--- src/rtl/hps_reset_sequencer.sv ---
// hps_reset_sequencer
//
// Fabric-side reset controller for the HPS. Debounces the cold and warm
// push-buttons, arbitrates them against fabric reset sources (watchdog,
// debug) by fixed priority, drives exactly one FPGA-to-HPS reset request
// for HOLD_CYCLES, then follows the HPS-to-FPGA reset handshake (low, then
// high again) to completion or timeout. A lockout window follows every
// completed sequence so bouncing buttons cannot retrigger immediately.
//
// Ports
//   clk_clk                in   system clock (only clock)
//   reset_reset_n          in   synchronous active-low reset
//   cold_btn_n             in   cold-reset push-button, async, active-low
//   warm_btn_n             in   warm-reset push-button, async, active-low
//   wdt_expire             in   1-cycle pulse, requests a warm reset
//   debug_req              in   1-cycle pulse, requests a debug reset
//   h2f_reset_n            in   HPS-to-FPGA reset, async, 2-flop synchronised
//   f2h_cold_reset_req_n   out  HPS cold reset request, active-low
//   f2h_warm_reset_req_n   out  HPS warm reset request, active-low
//   f2h_debug_reset_req_n  out  HPS debug reset request, active-low
//   stm_hwevents[27:0]     out  STM event pulses:
//                               [0] cold, [1] warm, [2] debug request issued,
//                               [3] handshake timeout, [4] sequence done
//   busy                   out  high whenever the sequencer is not idle
//   last_cause[1:0]        out  00 none, 01 cold, 10 warm, 11 debug
//   timeout_err            out  sticky handshake-timeout flag

module hps_reset_sequencer #(
  parameter int DEBOUNCE_CYCLES = 50000,
  parameter int HOLD_CYCLES     = 1024,
  parameter int TIMEOUT_CYCLES  = 50000000,
  parameter int CNT_W           = 26
) (
  input  logic        clk_clk,
  input  logic        reset_reset_n,
  input  logic        cold_btn_n,
  input  logic        warm_btn_n,
  input  logic        wdt_expire,
  input  logic        debug_req,
  input  logic        h2f_reset_n,
  output logic        f2h_cold_reset_req_n,
  output logic        f2h_warm_reset_req_n,
  output logic        f2h_debug_reset_req_n,
  output logic [27:0] stm_hwevents,
  output logic        busy,
  output logic [1:0]  last_cause,
  output logic        timeout_err
);

  localparam logic [CNT_W-1:0] DEB_LAST  = CNT_W'(DEBOUNCE_CYCLES - 1);
  localparam logic [CNT_W-1:0] HOLD_LAST = CNT_W'(HOLD_CYCLES - 1);
  localparam logic [CNT_W-1:0] TMO_LAST  = CNT_W'(TIMEOUT_CYCLES - 1);

  localparam logic [1:0] CAUSE_NONE  = 2'b00;
  localparam logic [1:0] CAUSE_COLD  = 2'b01;
  localparam logic [1:0] CAUSE_WARM  = 2'b10;
  localparam logic [1:0] CAUSE_DEBUG = 2'b11;

  typedef enum logic [2:0] {
    S_IDLE      = 3'd0,
    S_ASSERT    = 3'd1,
    S_WAIT_LOW  = 3'd2,
    S_WAIT_HIGH = 3'd3,
    S_DONE      = 3'd4,
    S_LOCKOUT   = 3'd5
  } state_t;

  // Counters stop at their terminal values instead of wrapping.
  function automatic logic [CNT_W-1:0] dec_sat(input logic [CNT_W-1:0] v);
    return (v == '0) ? '0 : v - 1'b1;
  endfunction

  function automatic logic [CNT_W-1:0] inc_sat(input logic [CNT_W-1:0] v);
    return (v == '1) ? v : v + 1'b1;
  endfunction

  // One-hot select of the request line / STM event bit for a cause code.
  function automatic logic [2:0] cause_onehot(input logic [1:0] c);
    case (c)
      CAUSE_COLD:  return 3'b001;
      CAUSE_WARM:  return 3'b010;
      CAUSE_DEBUG: return 3'b100;
      default:     return 3'b000;
    endcase
  endfunction

  // Index 0 is the cold button, index 1 the warm button.
  logic [1:0]       btn_raw;
  logic [1:0]       btn_sync_p0;
  logic [1:0]       btn_sync_p1;
  logic [CNT_W-1:0] deb_cnt [2];
  logic [1:0]       deb_lvl_p2;
  logic [1:0]       deb_lvl_p3;
  logic             h2f_sync_p0;
  logic             h2f_sync_p1;

  logic             cold_evt;
  logic             warm_evt;
  logic [1:0]       win_cause;

  state_t           state;
  logic [CNT_W-1:0] cnt;
  logic [1:0]       cur_cause;
  logic             cold_pend;
  logic [2:0]       req_n;
  logic [4:0]       stm_evt;

  assign btn_raw = {warm_btn_n, cold_btn_n};

  always_ff @(posedge clk_clk) begin
    if (!reset_reset_n) begin
      btn_sync_p0 <= 2'b11;
      btn_sync_p1 <= 2'b11;
      deb_lvl_p2  <= 2'b11;
      deb_lvl_p3  <= 2'b11;
      h2f_sync_p0 <= 1'b1;
      h2f_sync_p1 <= 1'b1;
      for (int i = 0; i < 2; i++) begin
        deb_cnt[i] <= '0;
      end
    end else begin
      // p0 -> p1: two-flop synchronisers for the asynchronous inputs
      btn_sync_p0 <= btn_raw;
      btn_sync_p1 <= btn_sync_p0;
      h2f_sync_p0 <= h2f_reset_n;
      h2f_sync_p1 <= h2f_sync_p0;

      // p1 -> p2: debounce; the level drops only after DEBOUNCE_CYCLES
      // consecutive low samples and recovers on the first high sample
      for (int i = 0; i < 2; i++) begin
        if (btn_sync_p1[i]) begin
          deb_cnt[i]    <= '0;
          deb_lvl_p2[i] <= 1'b1;
        end else if (deb_lvl_p2[i]) begin
          if (deb_cnt[i] >= DEB_LAST) begin
            deb_lvl_p2[i] <= 1'b0;
          end else begin
            deb_cnt[i] <= inc_sat(deb_cnt[i]);
          end
        end
      end

      // p2 -> p3: delayed level for falling-edge detection
      deb_lvl_p3 <= deb_lvl_p2;
    end
  end

  // A held button yields a single event: only the debounced falling edge.
  assign cold_evt = deb_lvl_p3[0] & ~deb_lvl_p2[0];
  assign warm_evt = (deb_lvl_p3[1] & ~deb_lvl_p2[1]) | wdt_expire;

  // Fixed priority: pending/new cold, then warm, then debug.
  always_comb begin
    win_cause = CAUSE_NONE;
    if (cold_pend || cold_evt) begin
      win_cause = CAUSE_COLD;
    end else if (warm_evt) begin
      win_cause = CAUSE_WARM;
    end else if (debug_req) begin
      win_cause = CAUSE_DEBUG;
    end
  end

  always_ff @(posedge clk_clk) begin
    if (!reset_reset_n) begin
      state       <= S_IDLE;
      cnt         <= '0;
      cur_cause   <= CAUSE_NONE;
      cold_pend   <= 1'b0;
      req_n       <= 3'b111;
      stm_evt     <= '0;
      last_cause  <= CAUSE_NONE;
      timeout_err <= 1'b0;
    end else begin
      stm_evt <= '0;

      case (state)
        S_IDLE: begin
          if (win_cause != CAUSE_NONE) begin
            state        <= S_ASSERT;
            cnt          <= HOLD_LAST;
            req_n        <= ~cause_onehot(win_cause);
            stm_evt[2:0] <= cause_onehot(win_cause);
            last_cause   <= win_cause;
            cur_cause    <= win_cause;
            // When a pending cold is serviced, a fresh cold event in the
            // same cycle stays latched for the next sequence.
            cold_pend    <= cold_pend & cold_evt;
          end
        end

        S_ASSERT: begin
          if (cnt == '0) begin
            req_n <= 3'b111;
            if (cur_cause == CAUSE_DEBUG) begin
              state <= S_DONE;
            end else begin
              state <= S_WAIT_LOW;
              cnt   <= TMO_LAST;
            end
          end else begin
            cnt <= dec_sat(cnt);
          end
        end

        S_WAIT_LOW: begin
          // An edge seen on the terminal count still wins over the timeout.
          if (!h2f_sync_p1) begin
            state <= S_WAIT_HIGH;
            cnt   <= TMO_LAST;
          end else if (cnt == '0) begin
            timeout_err <= 1'b1;
            stm_evt[3]  <= 1'b1;
            state       <= S_IDLE;
          end else begin
            cnt <= dec_sat(cnt);
          end
        end

        S_WAIT_HIGH: begin
          if (h2f_sync_p1) begin
            state <= S_DONE;
          end else if (cnt == '0) begin
            timeout_err <= 1'b1;
            stm_evt[3]  <= 1'b1;
            state       <= S_IDLE;
          end else begin
            cnt <= dec_sat(cnt);
          end
        end

        S_DONE: begin
          stm_evt[4] <= 1'b1;
          cnt        <= HOLD_LAST;
          state      <= S_LOCKOUT;
        end

        S_LOCKOUT: begin
          if (cnt == '0) begin
            state <= S_IDLE;
          end else begin
            cnt <= dec_sat(cnt);
          end
        end

        default: begin
          state <= S_IDLE;
          req_n <= 3'b111;
        end
      endcase

      // Outside IDLE only cold survives; warm and debug are dropped.
      if (state != S_IDLE && cold_evt) begin
        cold_pend <= 1'b1;
      end
    end
  end

  assign f2h_cold_reset_req_n  = req_n[0];
  assign f2h_warm_reset_req_n  = req_n[1];
  assign f2h_debug_reset_req_n = req_n[2];
  assign stm_hwevents          = {23'd0, stm_evt};
  assign busy                  = (state != S_IDLE);

endmodule

--- config.mk ---
export PLATFORM = sky130hd
export DESIGN_NAME = hps_reset_sequencer
export DESIGN_NICKNAME = d
export VERILOG_FILES = /design/src/rtl/hps_reset_sequencer.sv
export SDC_FILE = /design/constraint.sdc
export NUM_CORES = 1
export LEC_CHECK = 0
export CAP_MARGIN = 20
export CORE_MARGIN = 4
export CORE_UTILIZATION = 45
export DETAILED_ROUTE_END_ITERATION = 6
export PLACE_DENSITY = 0.67
export SLEW_MARGIN = 20
export SYNTH_ARGS = -nofsm -noshare
export SYNTH_HDL_FRONTEND = slang
export SYNTH_SLANG_ARGS = --single-unit
--- constraint.sdc ---
create_clock -name clk_clk -period 2.9 [get_ports clk_clk]
set_input_delay 0.29 -clock clk_clk [delete_from_list [all_inputs] [get_ports clk_clk]]
set_output_delay 0.29 -clock clk_clk [all_outputs]
set_load 0.02 [all_outputs]
==> flow_results.org <==
** Setup path
- Critical path required time :: about 3.1 ns
- Capturing element type of the critical path :: flip-flop
- Critical path data arrival time :: 2.67 ns
- The critical path is of the reg -> reg type.
- Startpoint Class :: flip-flop
- Crit path max fanout :: 8

** Synthesis
- For this run, the register share of the synthesized area comes to between 40% and 50%.
- After technology mapping, the gate count stands at around 540.
- Synth area leaders :: edfxtp_1 30%, dfxtp_1 19%, xor2_1 4.5%
- Avg Cell Area, Syn :: about 9.8 sq um
- Yosys mapped a number of flops with a built-in enable equal to 52.
- Dominant register cell in the synthesized netlist :: edfxtp_1
- For this run, asynchronously set or reset flops after synthesis account for 0%.
- Proportion of netlist area held by the largest area contributor :: between 20% and 30%
- Post-synth cell types :: between 60 and 70
- Synthesis inferred 103 register bits.
- The cell area that synthesis handed to floorplanning was 5240 sq um.
- Cell type with the largest total area after synthesis :: edfxtp_1
- For this run, the number of Yosys warnings is 0.

** STA
- Setup repair after global routing missed its margin :: false
- Final critical-path share of the clock period :: a little over four fifths
- The final hold violation count came to 0.
- Between clock sinks in the finished design, the worst skew comes to 0.00927 ns.
- Transition time at the pin with the least slew margin :: 0.841 ns
- Fin Hold WS :: 0.410 ns
- Setup slack on the critical path of the routed design comes to 0.475 ns.
- Highest clock rate :: approximately 410 MHz
- Slew headroom :: between 40% and 50%
- The routed design could run at a clock period as short as 2.43 ns.
- Setup violations remaining at the end of the flow were counted as 0.
- Final number of max-transition violations :: 0
- Setup total negative slack on the finished layout was measured at 0 ns.

** Placement
- RePlAce Congestion :: 0.850
- Hpwl dp :: ~7400 um
- Before CTS, the worst setup slack after placement is 0.445 ns.
- Buffers added on ports :: 18

** GRT
- Global-route wire length before repair :: about 18000 um
- The number of antenna violations at the first check in global routing was 0.
- Vias in the first global route :: around 3.7k
- Final global-route overflow total :: 0
- Largest net degree at the start of global routing :: between 40 and 50
- Global-route total usage across every layer :: 16.3%

** Clocking
- TritonCTS built the clock tree.
- No sink is reached through more buffers than the 2 on the longest clock path.
- Reg clk slew, reported paths :: 0.08 ns
- The number of hold buffers added after CTS was 0.
- In this run, CTS created clock tree buffers numbering 9.
- H-Tree Depth :: 3
- Number of buffers added for setup after CTS :: 0
- Sink count of the clock tree :: between 100 and 150
- Post-CTS sizing :: 0
- In this run the clock root is driven by a clkbuf_16.
- Insertion delay to the later sink of the worst-skew pair :: around 0.35 ns

** Floorplan
- Horiz. Die Dim :: about 120 um
- DIE AREA :: approximately 13000 sq um
- Row Count :: 39
- The core region is around 11000 sq um.
- The die is between 100 and 150 um tall.
- Io pins :: between 40 and 50
- The initial utilization of the core area, before any placement, comes to 45.9%.

** Finish
- Number of fillers in the final layout :: roughly 1.1k
- Area growth syn-to-layout :: 12.1%
- The number of antenna diodes in the final layout is 0.
- Commonest non-fill, non-tap cell in the layout :: nor2_1
- In the layout the commonest cells are 58 x nor2_1, 52 x edfxtp_1, 51 x dfxtp_1.
- The net count of the finished layout is 587.
- Post-route core utilization :: between 50% and 60%
- Of the cells placed in the final design, the portion with a size suffix greater than 1 is under 10%.

** Detailed routing
- Summed over all layers, the routed wires come to ~10000 um.
- In the routed design, unresolved DRC markers number 0.
- The first detailed-routing pass took 4 iterations.
- In the final routed layout, each cell accounts on average for between 10 and 15 um.
- For this block, the initial DRC count from the detailed router was 278.
- Antenna-violating nets left :: 0
- Vias per cell :: ~5.4
- Summing over every cut layer, the via total after detailed routing is 3918.

** Status
- The flow ran to the end, and the final reports show no timing, DRC or antenna violations.

** Min path
- Tightest Hold Check Type :: reg -> reg

** Power and ir drop
- Total chip power :: about 3.7 mW
- Summed over all cells, the static leakage comes to 2.19 nW.
- Pwr Density :: around 630 nW/um^2
- The worst-case IR drop observed on VDD is approximately 600 uV.

** Job
- Max Cap Violations :: 0
-- through the flow --
stage | std cells | instance area, sq um
floorplan | 577 | 5400
global placement | 707 | 5580
detailed placement | 707 | 5580
CTS | 723 | 5880
global route | 723 | 5880
finish | 723 | 5880
-- where the power goes --
part | switching, mW | total, mW | internal [mW]
logic | 0.462 | 0.769 | 0.307
registers | 0.0947 | 1.72 | 1.62
clock network | 0.578 | 1.21 | 0.631
total | 1.13 | 3.69 | 2.56
-- registers in the layout (all words and copies together) (netlist names) --
register     flops
cnt             26
timeout_err      1
deb_lvl_p2       2
deb_lvl_p3       2
deb_cnt         52
btn_sync_p1      2
cur_cause        2
btn_sync_p0      2
state            3
stm_evt          5
h2f_sync_p1      1
req_n            3
cold_pend        1
h2f_sync_p0      1
-- final cells by class --
cell class / count / area [sq um] / area share [%]
multi-input combinational: 419 / 2490 / 42.4
sequential: 103 / 2580 / 43.9
inverter: 9 / 33.8 / 0.575
clock buffer: 10 / 239 / 4.07
clock inverter: 6 / 60.1 / 1.02
timing repair buffer: 33 / 293 / 4.98
tap: 143 / 179 / 3.04
-- cells by family after synthesis --
family,Yosys count,share of synthesized area (%)
simple gates,235,23.5
flops,103,49.3
mux,4,0.764
fa+ha+maj,6,1.38
compound gates,92,12.2
xor+xnor,39,6.52
buf+inv,55,6.23
other cells,1,0.0715
-- cells in the mapped netlist (7+ instances only) --
| cell | instances |
|---|---|
| nor4_1 | 11 |
| or3_1 | 10 |
| and3_1 | 9 |
| inv_1 | 9 |
| clkbuf_1 | 14 |
| o21ai_0 | 19 |
| xnor2_1 | 12 |
| nand2_1 | 47 |
| dfxtp_1 | 51 |
| nand2b_1 | 9 |
| nor2_1 | 58 |
| nand3b_1 | 7 |
| a31oi_1 | 7 |
| nor3_1 | 18 |
| buf_4 | 25 |
| o211ai_1 | 7 |
| edfxtp_1 | 52 |
| xor2_1 | 27 |
| a21oi_1 | 23 |
| nand3_1 | 28 |
-- critical path, stage by stage, from the launching register on --
cell and delay, ns:
dfxtp_1 0.40, nor4_4 0.38, nand2b_2 0.14, or3_1 0.54, o31ai_2 0.47, a41oi_1 0.10
o221a_2 0.30
-- per-layer routing --
metal	part of all wire (%)	global-route usage (%)	vias up
met2	50	27.3	63
met5	0	0	-
met3	4.0	4.39	10
met1	45	21.2	1879
met4	1.0	3.48	0
li1	-	-	1966
-- worst paths after layout --
kind / cells after the start / from / to / slack (ns)
worst min register to register: 1 / btn_sync_p0[1]$_SDFF_PN1_ / btn_sync_p1[1]$_SDFF_PN1_ / 0.41
worst max-delay path: 6 / cnt[12]$_SDFFE_PN0P_ / cnt[15]$_SDFFE_PN0P_ / 0.47
worst max register to register: 6 / cnt[12]$_SDFFE_PN0P_ / cnt[15]$_SDFFE_PN0P_ / 0.47
worst min-delay path: 1 / btn_sync_p0[1]$_SDFF_PN1_ / btn_sync_p1[1]$_SDFF_PN1_ / 0.41
(Power assumes the default switching activity.)
